==> src/rtl/e_pipe_reg.sv <==
`default_nettype none
// ============================================================================
// e_pipe_reg : Y86-64 decode-to-execute pipeline register with forwarding
// Revision   : 1.0  initial release
// ============================================================================
module e_pipe_reg (
  input  logic        clk,
  input  logic        rst,
  input  logic [3:0]  D_stat,
  input  logic [3:0]  D_icode,
  input  logic [3:0]  D_ifun,
  input  logic [3:0]  D_rA,
  input  logic [3:0]  D_rB,
  input  logic [63:0] D_valC,
  input  logic [63:0] D_valP,
  input  logic [63:0] rf_valA,
  input  logic [63:0] rf_valB,
  input  logic [3:0]  e_dstE,
  input  logic [63:0] e_valE,
  input  logic [3:0]  M_dstM,
  input  logic [3:0]  M_dstE,
  input  logic [63:0] m_valM,
  input  logic [63:0] M_valE,
  input  logic [3:0]  W_dstM,
  input  logic [3:0]  W_dstE,
  input  logic [63:0] W_valM,
  input  logic [63:0] W_valE,
  input  logic        E_stall,
  input  logic        E_bubble,
  output logic [3:0]  d_srcA,
  output logic [3:0]  d_srcB,
  output logic [3:0]  E_stat,
  output logic [3:0]  E_icode,
  output logic [3:0]  E_ifun,
  output logic [3:0]  E_dstE,
  output logic [3:0]  E_dstM,
  output logic [3:0]  E_srcA,
  output logic [3:0]  E_srcB,
  output logic [63:0] E_valC,
  output logic [63:0] E_valA,
  output logic [63:0] E_valB,
  output logic [15:0] bubble_count
);

  localparam logic [3:0] RNONE   = 4'hF;
  localparam logic [3:0] RRSP    = 4'h4;
  localparam logic [3:0] SAOK    = 4'h1;
  localparam logic [3:0] INOP    = 4'h1;
  localparam logic [3:0] IRRMOVQ = 4'h2;
  localparam logic [3:0] IIRMOVQ = 4'h3;
  localparam logic [3:0] IRMMOVQ = 4'h4;
  localparam logic [3:0] IMRMOVQ = 4'h5;
  localparam logic [3:0] IOPQ    = 4'h6;
  localparam logic [3:0] IJXX    = 4'h7;
  localparam logic [3:0] ICALL   = 4'h8;
  localparam logic [3:0] IRET    = 4'h9;
  localparam logic [3:0] IPUSHQ  = 4'hA;
  localparam logic [3:0] IPOPQ   = 4'hB;

  logic [3:0]  d_dstE;
  logic [3:0]  d_dstM;
  logic [63:0] d_valA;
  logic [63:0] d_valB;

  always_comb begin
    d_srcA = RNONE;
    d_srcB = RNONE;
    d_dstE = RNONE;
    d_dstM = RNONE;
    case (D_icode)
      IRRMOVQ: begin d_srcA = D_rA; d_dstE = D_rB; end
      IIRMOVQ: begin d_dstE = D_rB; end
      IRMMOVQ: begin d_srcA = D_rA; d_srcB = D_rB; end
      IMRMOVQ: begin d_srcB = D_rB; d_dstM = D_rA; end
      IOPQ:    begin d_srcA = D_rA; d_srcB = D_rB; d_dstE = D_rB; end
      ICALL:   begin d_srcB = RRSP; d_dstE = RRSP; end
      IRET:    begin d_srcA = RRSP; d_srcB = RRSP; d_dstE = RRSP; end
      IPUSHQ:  begin d_srcA = D_rA; d_srcB = RRSP; d_dstE = RRSP; end
      IPOPQ:   begin d_srcA = RRSP; d_srcB = RRSP; d_dstE = RRSP; d_dstM = D_rA; end
      default: ;
    endcase
  end

  // A source of RNONE never matches, even against an RNONE destination.
  always_comb begin
    d_valA = rf_valA;
    if (D_icode == ICALL || D_icode == IJXX)
      d_valA = D_valP;
    else if (d_srcA != RNONE) begin
      if      (d_srcA == e_dstE) d_valA = e_valE;
      else if (d_srcA == M_dstM) d_valA = m_valM;
      else if (d_srcA == M_dstE) d_valA = M_valE;
      else if (d_srcA == W_dstM) d_valA = W_valM;
      else if (d_srcA == W_dstE) d_valA = W_valE;
    end
  end

  always_comb begin
    d_valB = rf_valB;
    if (d_srcB != RNONE) begin
      if      (d_srcB == e_dstE) d_valB = e_valE;
      else if (d_srcB == M_dstM) d_valB = m_valM;
      else if (d_srcB == M_dstE) d_valB = M_valE;
      else if (d_srcB == W_dstM) d_valB = W_valM;
      else if (d_srcB == W_dstE) d_valB = W_valE;
    end
  end

  always_ff @(posedge clk or posedge rst) begin
    if (rst) begin
      E_stat       <= SAOK;
      E_icode      <= INOP;
      E_ifun       <= 4'h0;
      E_valC       <= 64'h0;
      E_valA       <= 64'h0;
      E_valB       <= 64'h0;
      E_dstE       <= RNONE;
      E_dstM       <= RNONE;
      E_srcA       <= RNONE;
      E_srcB       <= RNONE;
      bubble_count <= 16'h0;
    end else if (E_bubble) begin
      E_stat  <= SAOK;
      E_icode <= INOP;
      E_ifun  <= 4'h0;
      E_valC  <= 64'h0;
      E_valA  <= 64'h0;
      E_valB  <= 64'h0;
      E_dstE  <= RNONE;
      E_dstM  <= RNONE;
      E_srcA  <= RNONE;
      E_srcB  <= RNONE;
      if (bubble_count != 16'hFFFF)
        bubble_count <= bubble_count + 16'd1;
    end else if (!E_stall) begin
      E_stat  <= D_stat;
      E_icode <= D_icode;
      E_ifun  <= D_ifun;
      E_valC  <= D_valC;
      E_valA  <= d_valA;
      E_valB  <= d_valB;
      E_dstE  <= d_dstE;
      E_dstM  <= d_dstM;
      E_srcA  <= d_srcA;
      E_srcB  <= d_srcB;
    end
  end

endmodule
`default_nettype wire

==> config.mk <==
export PLATFORM = sky130hd
export DESIGN_NAME = e_pipe_reg
export DESIGN_NICKNAME = d
export VERILOG_FILES = /design/src/rtl/e_pipe_reg.sv
export SDC_FILE = /design/constraint.sdc
export NUM_CORES = 1
export LEC_CHECK = 0
export CAP_MARGIN = 20
export CORE_AREA = 5 5 329 331
export DETAILED_ROUTE_END_ITERATION = 12
export DIE_AREA = 0 0 334 336
export HOLD_SLACK_MARGIN = 0.12
export PLACE_DENSITY = 0.42
export RECOVER_POWER = 25
export SLEW_MARGIN = 25
export SYNTH_ARGS = -nofsm -noshare
export SYNTH_HDL_FRONTEND = slang
export SYNTH_SLANG_ARGS = --single-unit
==> constraint.sdc <==
create_clock -name clk -period 7.1 [get_ports clk]
set_clock_uncertainty 0.05 [all_clocks]
set_input_delay 0.71 -clock clk [delete_from_list [all_inputs] [get_ports clk]]
set_output_delay 0.71 -clock clk [all_outputs]
set_load 0.02 [all_outputs]
==> Flow_metrics.wiki, run 1 <==
{| class="wikitable"
! Metric !! Value
|-
| Worst setup SP type || input pin
|-
| Maximum cell stage delay along the critical path || 2440 ps
|-
| Highest clock rate || 202 MHz
|-
| First-pass GRT wire length || 191 mm
|-
| Detailed Route WL || 139 mm
|-
| Number of violations reported at the end of detailed-routing iteration 0 || 2019
|-
| Placer's final routability congestion estimate || 0.849
|-
| Most used flip-flop cell after synthesis || sky130_fd_sc_hd__dfrtp_1
|-
| Final number of hold-violating endpoints || 0
|-
| Met1 layer usage reported by global route || 28.6%
|-
| RSZ-0062 raised after global routing || false
|-
| Synthesized-area fraction occupied by and/or/nand/nor cells || 22.6%
|-
| Number of different library cells in the post-synthesis netlist || 73
|-
| Cell type of the slowest stage on the worst timing path || sky130_fd_sc_hd__clkbuf_2
|-
| Syn Area/Cell || 8.27 µm²
|-
| Min-Delay Path Class || flip-flop to flip-flop
|-
| Violated checks || capacitance limit, slew limit
|-
| CTS sink cnt || 236
|-
| Clock insertion delay at the later pin of the skew report || 570 ps
|-
| Hold wc startpoint || bubble_count[11]
|-
| Post-synthesis adder-cell area fraction || 0.0642%
|-
| Aggregate global-route resource usage || 23.2%
|-
| Residual DRC count || 0
|-
| #FFs+latches synth || 236
|-
| Worst path cell trace || dlygate4sd3_1 > clkinvlp_2 > clkbuf_2
|-
| Total number of vias || 23722
|-
| Count of TritonRoute iterations in the first routing pass || 6
|-
| # IOs || 864
|-
| Die Y || 336 µm
|-
| Number of cell rows || 119
|-
| Worst slew pin tran || 3540 ps
|-
| Start of the worst register-to-register path || bubble_count[2]
|-
| Leftover overflow at the end of global routing || 0
|-
| # resized after CTS || 0
|-
| Area growth syn-to-layout || 56.5%
|-
| Worst Setup End Kind || asynchronous set/reset pin
|-
| Post-synthesis async set-or-reset flop share || 100%
|-
| PnR Total Power || 5.51 mW
|-
| Core region area || 105000 µm²
|-
| Met3 Use GR || 6.31%
|-
| Cell Area, Synth || 19500 µm²
|-
| Number of levels in the clock H-tree || 2
|-
| Leakage power || 11.7 nW
|-
| Post-route minimum period || 4950 ps
|-
| Worst relative slew slack || -136%
|-
| Number of buffers inserted during clock tree synthesis || 38
|-
| Final antenna-violating net count || 0
|-
| Worst Setup SP || rst
|-
| X dimension of the die || 334 µm
|-
| Initial standard-cell utilization of the core || 18.6%
|-
| Syn nets || 2978
|-
| CP Data Required Time || 6930 ps
|-
| Final Slew Violations || 215
|-
| Met2 routing resource usage after global routing || 39.2%
|-
| Setup-violating endpoint count in the final report || 0
|-
| Pin count of the biggest net entering global routing || 137
|-
| Number of buffers on the longest clock path || 3
|-
| Power per Cell Area || 181 nW/µm²
|-
| Most congested layer reported by global routing || met2
|-
| Post-Synthesis Cells || 2357
|-
| Routed length per instance || 31.1 µm
|-
| Via-per-instance ratio || 5.30
|-
| Number of buffers inserted to repair setup after CTS || 0
|-
| Total of hold buffers inserted after clock tree synthesis || 0
|-
| Fraction of synthesized area in multiplexers || 4.07%
|-
| Critical Setup Path Class || input pin to asynchronous set/reset pin
|-
| Synthesized-area fraction occupied by ao, oa, aoi and oai cells || 32.5%
|-
| CTS tree || built
|-
| Via count of the first global-routing pass || 24252
|-
| Root Buffer Master || sky130_fd_sc_hd__clkbuf_16
|-
| Crit share post-route || 69.8%
|-
| Final net count || 3659
|-
| Proportion of layout cells with a drive suffix above 1 || 7.91%
|-
| Share of synthesized area occupied by flip-flops and latches || 30.4%
|-
| Worst vdd ir || 150 µV
|-
| Antenna violations before repair || 39
|-
| Status || complete, but fails checks
|-
| Clk pin slew, worst setup/hold paths || 50 ps
|-
| Count of buffers from port buffering || 863
|-
| Count of flip-flops with a built-in enable after synthesis || 0
|-
| Endpoint arrival time on the critical path || 4780 ps
|-
| Fraction of synthesized cell area in xor and xnor cells || 1.66%
|-
| Floorplan die area || 112000 µm²
|-
| Post-Route Setup TNS || 0 ps
|-
| Total half-perimeter wirelength after legalization and detailed placement || 95.5 mm
|-
| Combinational family with the most area after synthesis || compound AO/OA/AOI/OAI gates
|-
| Highest fanout seen on the critical path || 116
|-
| YS warnings || 0
|-
| Max-Cap Viols || 2
|}
final timing paths:
check,endpoint,slack (ps),cells after the start
max in group clk,E_valA[21],2370,9
max reg2reg,bubble_count[13],4450,7
max,E_valA[39],2150,3
min reg2reg,bubble_count[11],450,1
min in group asynchronous,E_valC[6],820,2
min,bubble_count[11],450,1
placed cells by master, fill, tap and decap left out, types with 39 or more instances in the layout:
cell type | Yosys | routed
sky130_fd_sc_hd__clkdlybuf4s50_1 | 0 | 857
sky130_fd_sc_hd__nor2_1 | 341 | 341
sky130_fd_sc_hd__dfrtp_1 | 218 | 218
sky130_fd_sc_hd__a21oi_1 | 203 | 202
sky130_fd_sc_hd__a221oi_1 | 173 | 173
sky130_fd_sc_hd__inv_1 | 140 | 139
sky130_fd_sc_hd__mux2i_1 | 77 | 77
sky130_fd_sc_hd__nand2b_1 | 77 | 76
sky130_fd_sc_hd__nand2_1 | 73 | 72
sky130_fd_sc_hd__and3_1 | 71 | 70
sky130_fd_sc_hd__a22oi_1 | 65 | 65
sky130_fd_sc_hd__nand4b_1 | 65 | 65
sky130_fd_sc_hd__o221ai_1 | 65 | 65
sky130_fd_sc_hd__o2111ai_1 | 64 | 64
sky130_fd_sc_hd__o21ai_1 | 64 | 64
sky130_fd_sc_hd__o21a_1 | 64 | 64
sky130_fd_sc_hd__o311a_1 | 64 | 64
sky130_fd_sc_hd__nor4_2 | 61 | 63
sky130_fd_sc_hd__clkbuf_16 | 0 | 39
sky130_fd_sc_hd__buf_4 | 10 | 39
worst max-delay path: cells and delay by family:
kind	cells	cell delay, ps
buffers and inverters	3	3750
stage by stage:
step	std cells	worst slack, ps	hold WS (ps)	instance area, µm²	util, %
6_report	4474	2150	451	30500	29.1
5_1_grt	4467	1350	486	30500	29.1
4_1_cts	4450	2470	453	30400	29.0
3_5_place_dp	4387	1870	444	29300	28.0
3_3_place_gp	4387	1950	439	29300	28.0
2_1_floorplan	2357	3260	521	19500	-
report_power, final:
part           internal (mW)  total [mW]  leakage, nW  switching, mW
sequential              1.47        1.59         3.05          0.116
combinational          0.908        2.06         8.08           1.15
clock                   1.07        1.86        0.568          0.787
total                   3.45        5.51         11.7           2.06
cell families after synthesis:
group                      Yosys count
adders and majority gates            1
AOI/OAI and AO/OA                  835
xor gates and xnor gates            36
muxes                               79
and+or+nand+nor                    760
buffers and inverters              410
DFF                                236
cells in the mapped netlist (20+ instances only):
| cell | number | area (µm²) |
|---|---|---|
| sky130_fd_sc_hd__mux2i_1 | 77 | 771 |
| sky130_fd_sc_hd__o2111ai_1 | 64 | 561 |
| sky130_fd_sc_hd__nand4b_1 | 65 | 569 |
| sky130_fd_sc_hd__o21ai_1 | 64 | 320 |
| sky130_fd_sc_hd__o221ai_1 | 65 | 569 |
| sky130_fd_sc_hd__nand2_1 | 73 | 274 |
| sky130_fd_sc_hd__nor4_2 | 61 | 763 |
| sky130_fd_sc_hd__o21a_1 | 64 | 480 |
| sky130_fd_sc_hd__inv_1 | 140 | 526 |
| sky130_fd_sc_hd__and3_1 | 71 | 444 |
| sky130_fd_sc_hd__a221oi_1 | 173 | 1520 |
| sky130_fd_sc_hd__a221oi_2 | 20 | 300 |
| sky130_fd_sc_hd__a21oi_1 | 203 | 1020 |
| sky130_fd_sc_hd__o311a_1 | 64 | 641 |
| sky130_fd_sc_hd__nor2_1 | 341 | 1280 |
| sky130_fd_sc_hd__xnor2_1 | 27 | 236 |
| sky130_fd_sc_hd__clkbuf_1 | 177 | 664 |
| sky130_fd_sc_hd__buf_1 | 24 | 90.1 |
| sky130_fd_sc_hd__a22oi_1 | 65 | 488 |
| sky130_fd_sc_hd__buf_2 | 49 | 245 |
| sky130_fd_sc_hd__nand2b_1 | 77 | 482 |
| sky130_fd_sc_hd__dfrtp_1 | 218 | 5460 |
registers in the layout (all words and copies together) (netlist names):
register and flops:
E_srcB 4, E_valA 64, E_ifun 4, E_icode 4, E_valB 64, E_valC 64, E_dstM 4, E_dstE 4
E_stat 4, bubble_count 16, E_srcA 4
per-layer routing:
| layer | vias up | part of all wire [%] |
|---|---|---|
| met5 | - | 0.096 |
| met4 | 20 | 3.0 |
| met3 | 236 | 8.6 |
| met2 | 1304 | 48 |
| met1 | 11802 | 40 |
| li1 | 10360 | - |
final cells by class:
| cell class | instances | area [µm²] |
|---|---|---|
| Multi-Input combinational cell | 1711 | 12000 |
| Clock inverter | 6 | 33.8 |
| Clock buffer | 57 | 1110 |
| Tap cell | 1391 | 1740 |
| Antenna cell | 22 | 55.1 |
| Fill cell | 11319 | 74300 |
| Sequential cell | 236 | 5930 |
| Timing Repair Buffer | 911 | 9100 |
| Inverter | 140 | 527 |
No activity file was read; power rests on OpenSTA's default activity.
==> run 2: changes to the inputs <==
==> constraint.sdc (replaced) <==
create_clock -name clk -period 4.3 [get_ports clk]
set_clock_uncertainty 0.05 [all_clocks]
set_input_delay 0.43 -clock clk [delete_from_list [all_inputs] [get_ports clk]]
set_output_delay 0.43 -clock clk [all_outputs]
set_load 0.02 [all_outputs]
==> run 2 against run 1 <==
Against the previous run:
- the run still ends with capacitance limit, slew limit left
- first-iteration DRC count shrank 1.0%
- via count grew 0.64%
- final cell count increased by 1.3%
- count of clock-buffer cells in the layout decreased by 5
- register-to-register slack got worse by 2700 ps
- combinational power is 70% higher
- sequential share of layout area shrank 0.53 points
- critical path depth grew 7
- design area up 2.8%
- core utilization up 0.81 points
- critical path type is now input pin to flip-flop
- largest cell class unchanged
==> Flow_metrics.wiki, run 2 (synthesis gave the netlist of run 1 again) <==
{| class="wikitable"
! Metric !! Value
|-
| Status || complete, but fails checks
|-
| Violated checks || capacitance limit, slew limit
|-
| Placer's final routability congestion estimate || 0.856
|-
| Hold-critical path endpoint || E_valC[37]
|-
| Leading cell type in the layout, fill and taps excluded || sky130_fd_sc_hd__clkdlybuf4s50_1
|-
| Number of cell rows || 119
|-
| Floorplan die area || 112000 µm²
|-
| CTS tree || built
|-
| Detailed Route WL || 139 mm
|-
| Final antenna-violating net count || 0
|-
| Highest fanout seen on the critical path || 33
|-
| # IOs || 864
|-
| Post-route minimum period || 3510 ps
|-
| Leading registers by flop count || E_valA (64), E_valB (64), E_valC (64)
|-
| Via count of the first global-routing pass || 24133
|-
| Number of buffers inserted during clock tree synthesis || 37
|-
| Worst vdd ir || 215 µV
|-
| Highest clock rate || 285 MHz
|-
| CTS sink cnt || 236
|-
| Flop-to-flop setup slack || 1780 ps
|-
| Die Y || 336 µm
|-
| CP Data Required Time || 4770 ps
|-
| Initial standard-cell utilization of the core || 18.6%
|-
| Final Non-Filler Cells || 4534
|-
| Placed cell area || 30100 µm²
|-
| Total of hold buffers inserted after clock tree synthesis || 0
|-
| Residual DRC count || 0
|-
| Max-Cap Viols || 3
|-
| Proportion of layout cells with a drive suffix above 1 || 9.35%
|-
| Pin count of the biggest net entering global routing || 103
|-
| # resized after CTS || 0
|-
| Aggregate global-route resource usage || 23.2%
|-
| Setup-violating endpoint count in the final report || 0
|-
| Hold slack final || 384 ps
|-
| Total half-perimeter wirelength after legalization and detailed placement || 98.6 mm
|-
| Final number of hold-violating endpoints || 0
|-
| Hold Path Depth || 3
|-
| Clock insertion delay at the later pin of the skew report || 580 ps
|-
| X dimension of the die || 334 µm
|-
| Clk pin slew, worst setup/hold paths || 60 ps
|-
| Final standard cell utilization of the core || 29.9%
|-
| Post-Route Setup TNS || 0 ps
|-
| Pre-CTS setup slack || 243 ps
|-
| Endpoint arrival time on the critical path || 3970 ps
|-
| Number of levels in the clock H-tree || 2
|-
| Number of buffers inserted to repair setup after CTS || 0
|-
| Hold wc startpoint || D_valC[37]
|-
| Final std cell area, no fill || 31400 µm²
|-
| Worst relative slew slack || -71.1%
|-
| R2r worst-path depth || 7
|-
| Start of the worst register-to-register path || bubble_count[2]
|-
| Antenna violations before repair || 43
|-
| Final net count || 3705
|-
| Min-Delay Path Class || input pin to flip-flop
|-
| Power per Cell Area || 303 nW/µm²
|-
| Via-per-instance ratio || 5.27
|-
| Count of TritonRoute iterations in the first routing pass || 10
|-
| Leading cell types in the layout, fill and taps excluded || sky130_fd_sc_hd__clkdlybuf4s50_1, sky130_fd_sc_hd__nor2_1, sky130_fd_sc_hd__dfrtp_1
|-
| Final Slew Violations || 181
|-
| PnR Total Power || 9.50 mW
|-
| Worst Setup End Kind || flip-flop
|-
| Crit share post-route || 81.5%
|-
| Number of violations reported at the end of detailed-routing iteration 0 || 1998
|-
| Total number of vias || 23873
|-
| Root Buffer Master || sky130_fd_sc_hd__clkbuf_16
|-
| Leakage power || 12.1 nW
|-
| Worst slew pin tran || 2570 ps
|-
| Number of buffers on the longest clock path || 3
|-
| Critical Setup Path Class || input pin to flip-flop
|-
| Leftover overflow at the end of global routing || 0
|-
| Inst Count DP || 4436
|-
| RSZ-0062 raised after global routing || false
|-
| First-pass GRT wire length || 191 mm
|-
| Final critical-path setup slack || 793 ps
|-
| Core region area || 105000 µm²
|-
| Count of buffers from port buffering || 863
|-
| Routed length per instance || 30.7 µm
|-
| Critical register-to-register path endpoint || bubble_count[13]
|-
| Area growth syn-to-layout || 60.9%
|-
| Worst setup SP type || input pin
|}
-- run 2: cell count changes in the layout (fill, tap and decap cells not counted) --
cell,before,now
sky130_fd_sc_hd__buf_16,1,0
sky130_fd_sc_hd__diode_2,22,31
sky130_fd_sc_hd__dlygate4sd3_1,4,1
sky130_fd_sc_hd__buf_8,1,0
sky130_fd_sc_hd__clkinv_2,5,6
sky130_fd_sc_hd__bufinv_16,0,5
sky130_fd_sc_hd__clkbuf_1,11,13
sky130_fd_sc_hd__buf_4,39,50
sky130_fd_sc_hd__clkinv_4,0,2
sky130_fd_sc_hd__clkbuf_8,8,10
sky130_fd_sc_hd__clkbuf_16,39,37
sky130_fd_sc_hd__buf_12,6,37
sky130_fd_sc_hd__clkdlybuf4s50_1,857,860
sky130_fd_sc_hd__inv_6,1,2
-- run 2: worst max-delay path by stage --
stage	startpoint	endpoint	slack, ps	cells after the start
2_1_floorplan	rst	E_icode[1]	740	1
3_3_place_gp	D_icode[0]	E_valB[31]	240	10
3_5_place_dp	D_icode[0]	E_valB[49]	240	10
4_1_cts	D_icode[0]	E_valB[30]	890	10
5_1_grt	rst	E_valA[24]	460	3
6_report	D_icode[0]	E_valB[29]	790	10
-- run 2: final cells by class --
cell class | count | area [µm²]
Sequential cell | 236 | 5930
Antenna cell | 31 | 77.6
Timing Repair Buffer | 958 | 9780
Clock inverter | 15 | 215
Fill cell | 11260 | 73500
Multi-Input combinational cell | 1711 | 12000
Inverter | 140 | 527
Tap cell | 1391 | 1740
Clock buffer | 52 | 1070
-- run 2: report_power, final --
group	leakage [nW]	switching, mW	total [mW]	internal, mW
clock network	0.639	1.34	3.38	2.04
registers	3.05	0.188	2.62	2.43
logic	8.41	1.92	3.50	1.58
total	12.1	3.44	9.50	6.05
-- run 2: metal layers --
| metal | vias up | routed length, µm | track usage [%] | share of wire (%) |
|---|---|---|---|---|
| met5 | - | 88 | 0 | 0.063 |
| met4 | 14 | 3540 | 7.19 | 2.5 |
| met3 | 210 | 11700 | 6.52 | 8.4 |
| met2 | 1283 | 69100 | 40.5 | 50 |
| met1 | 11892 | 54800 | 27.8 | 39 |
| li1 | 10474 | - | - | - |
-- run 2: critical path, stage by stage --
cell and delay [ps]:
sky130_fd_sc_hd__clkdlybuf4s50_1 700, sky130_fd_sc_hd__buf_4 250, sky130_fd_sc_hd__and2_1 370, sky130_fd_sc_hd__or3_1 420
sky130_fd_sc_hd__o311ai_2 240, sky130_fd_sc_hd__a2111oi_4 410, sky130_fd_sc_hd__buf_4 570, sky130_fd_sc_hd__a22oi_1 180
sky130_fd_sc_hd__o21ai_1 170, sky130_fd_sc_hd__o21a_1 120
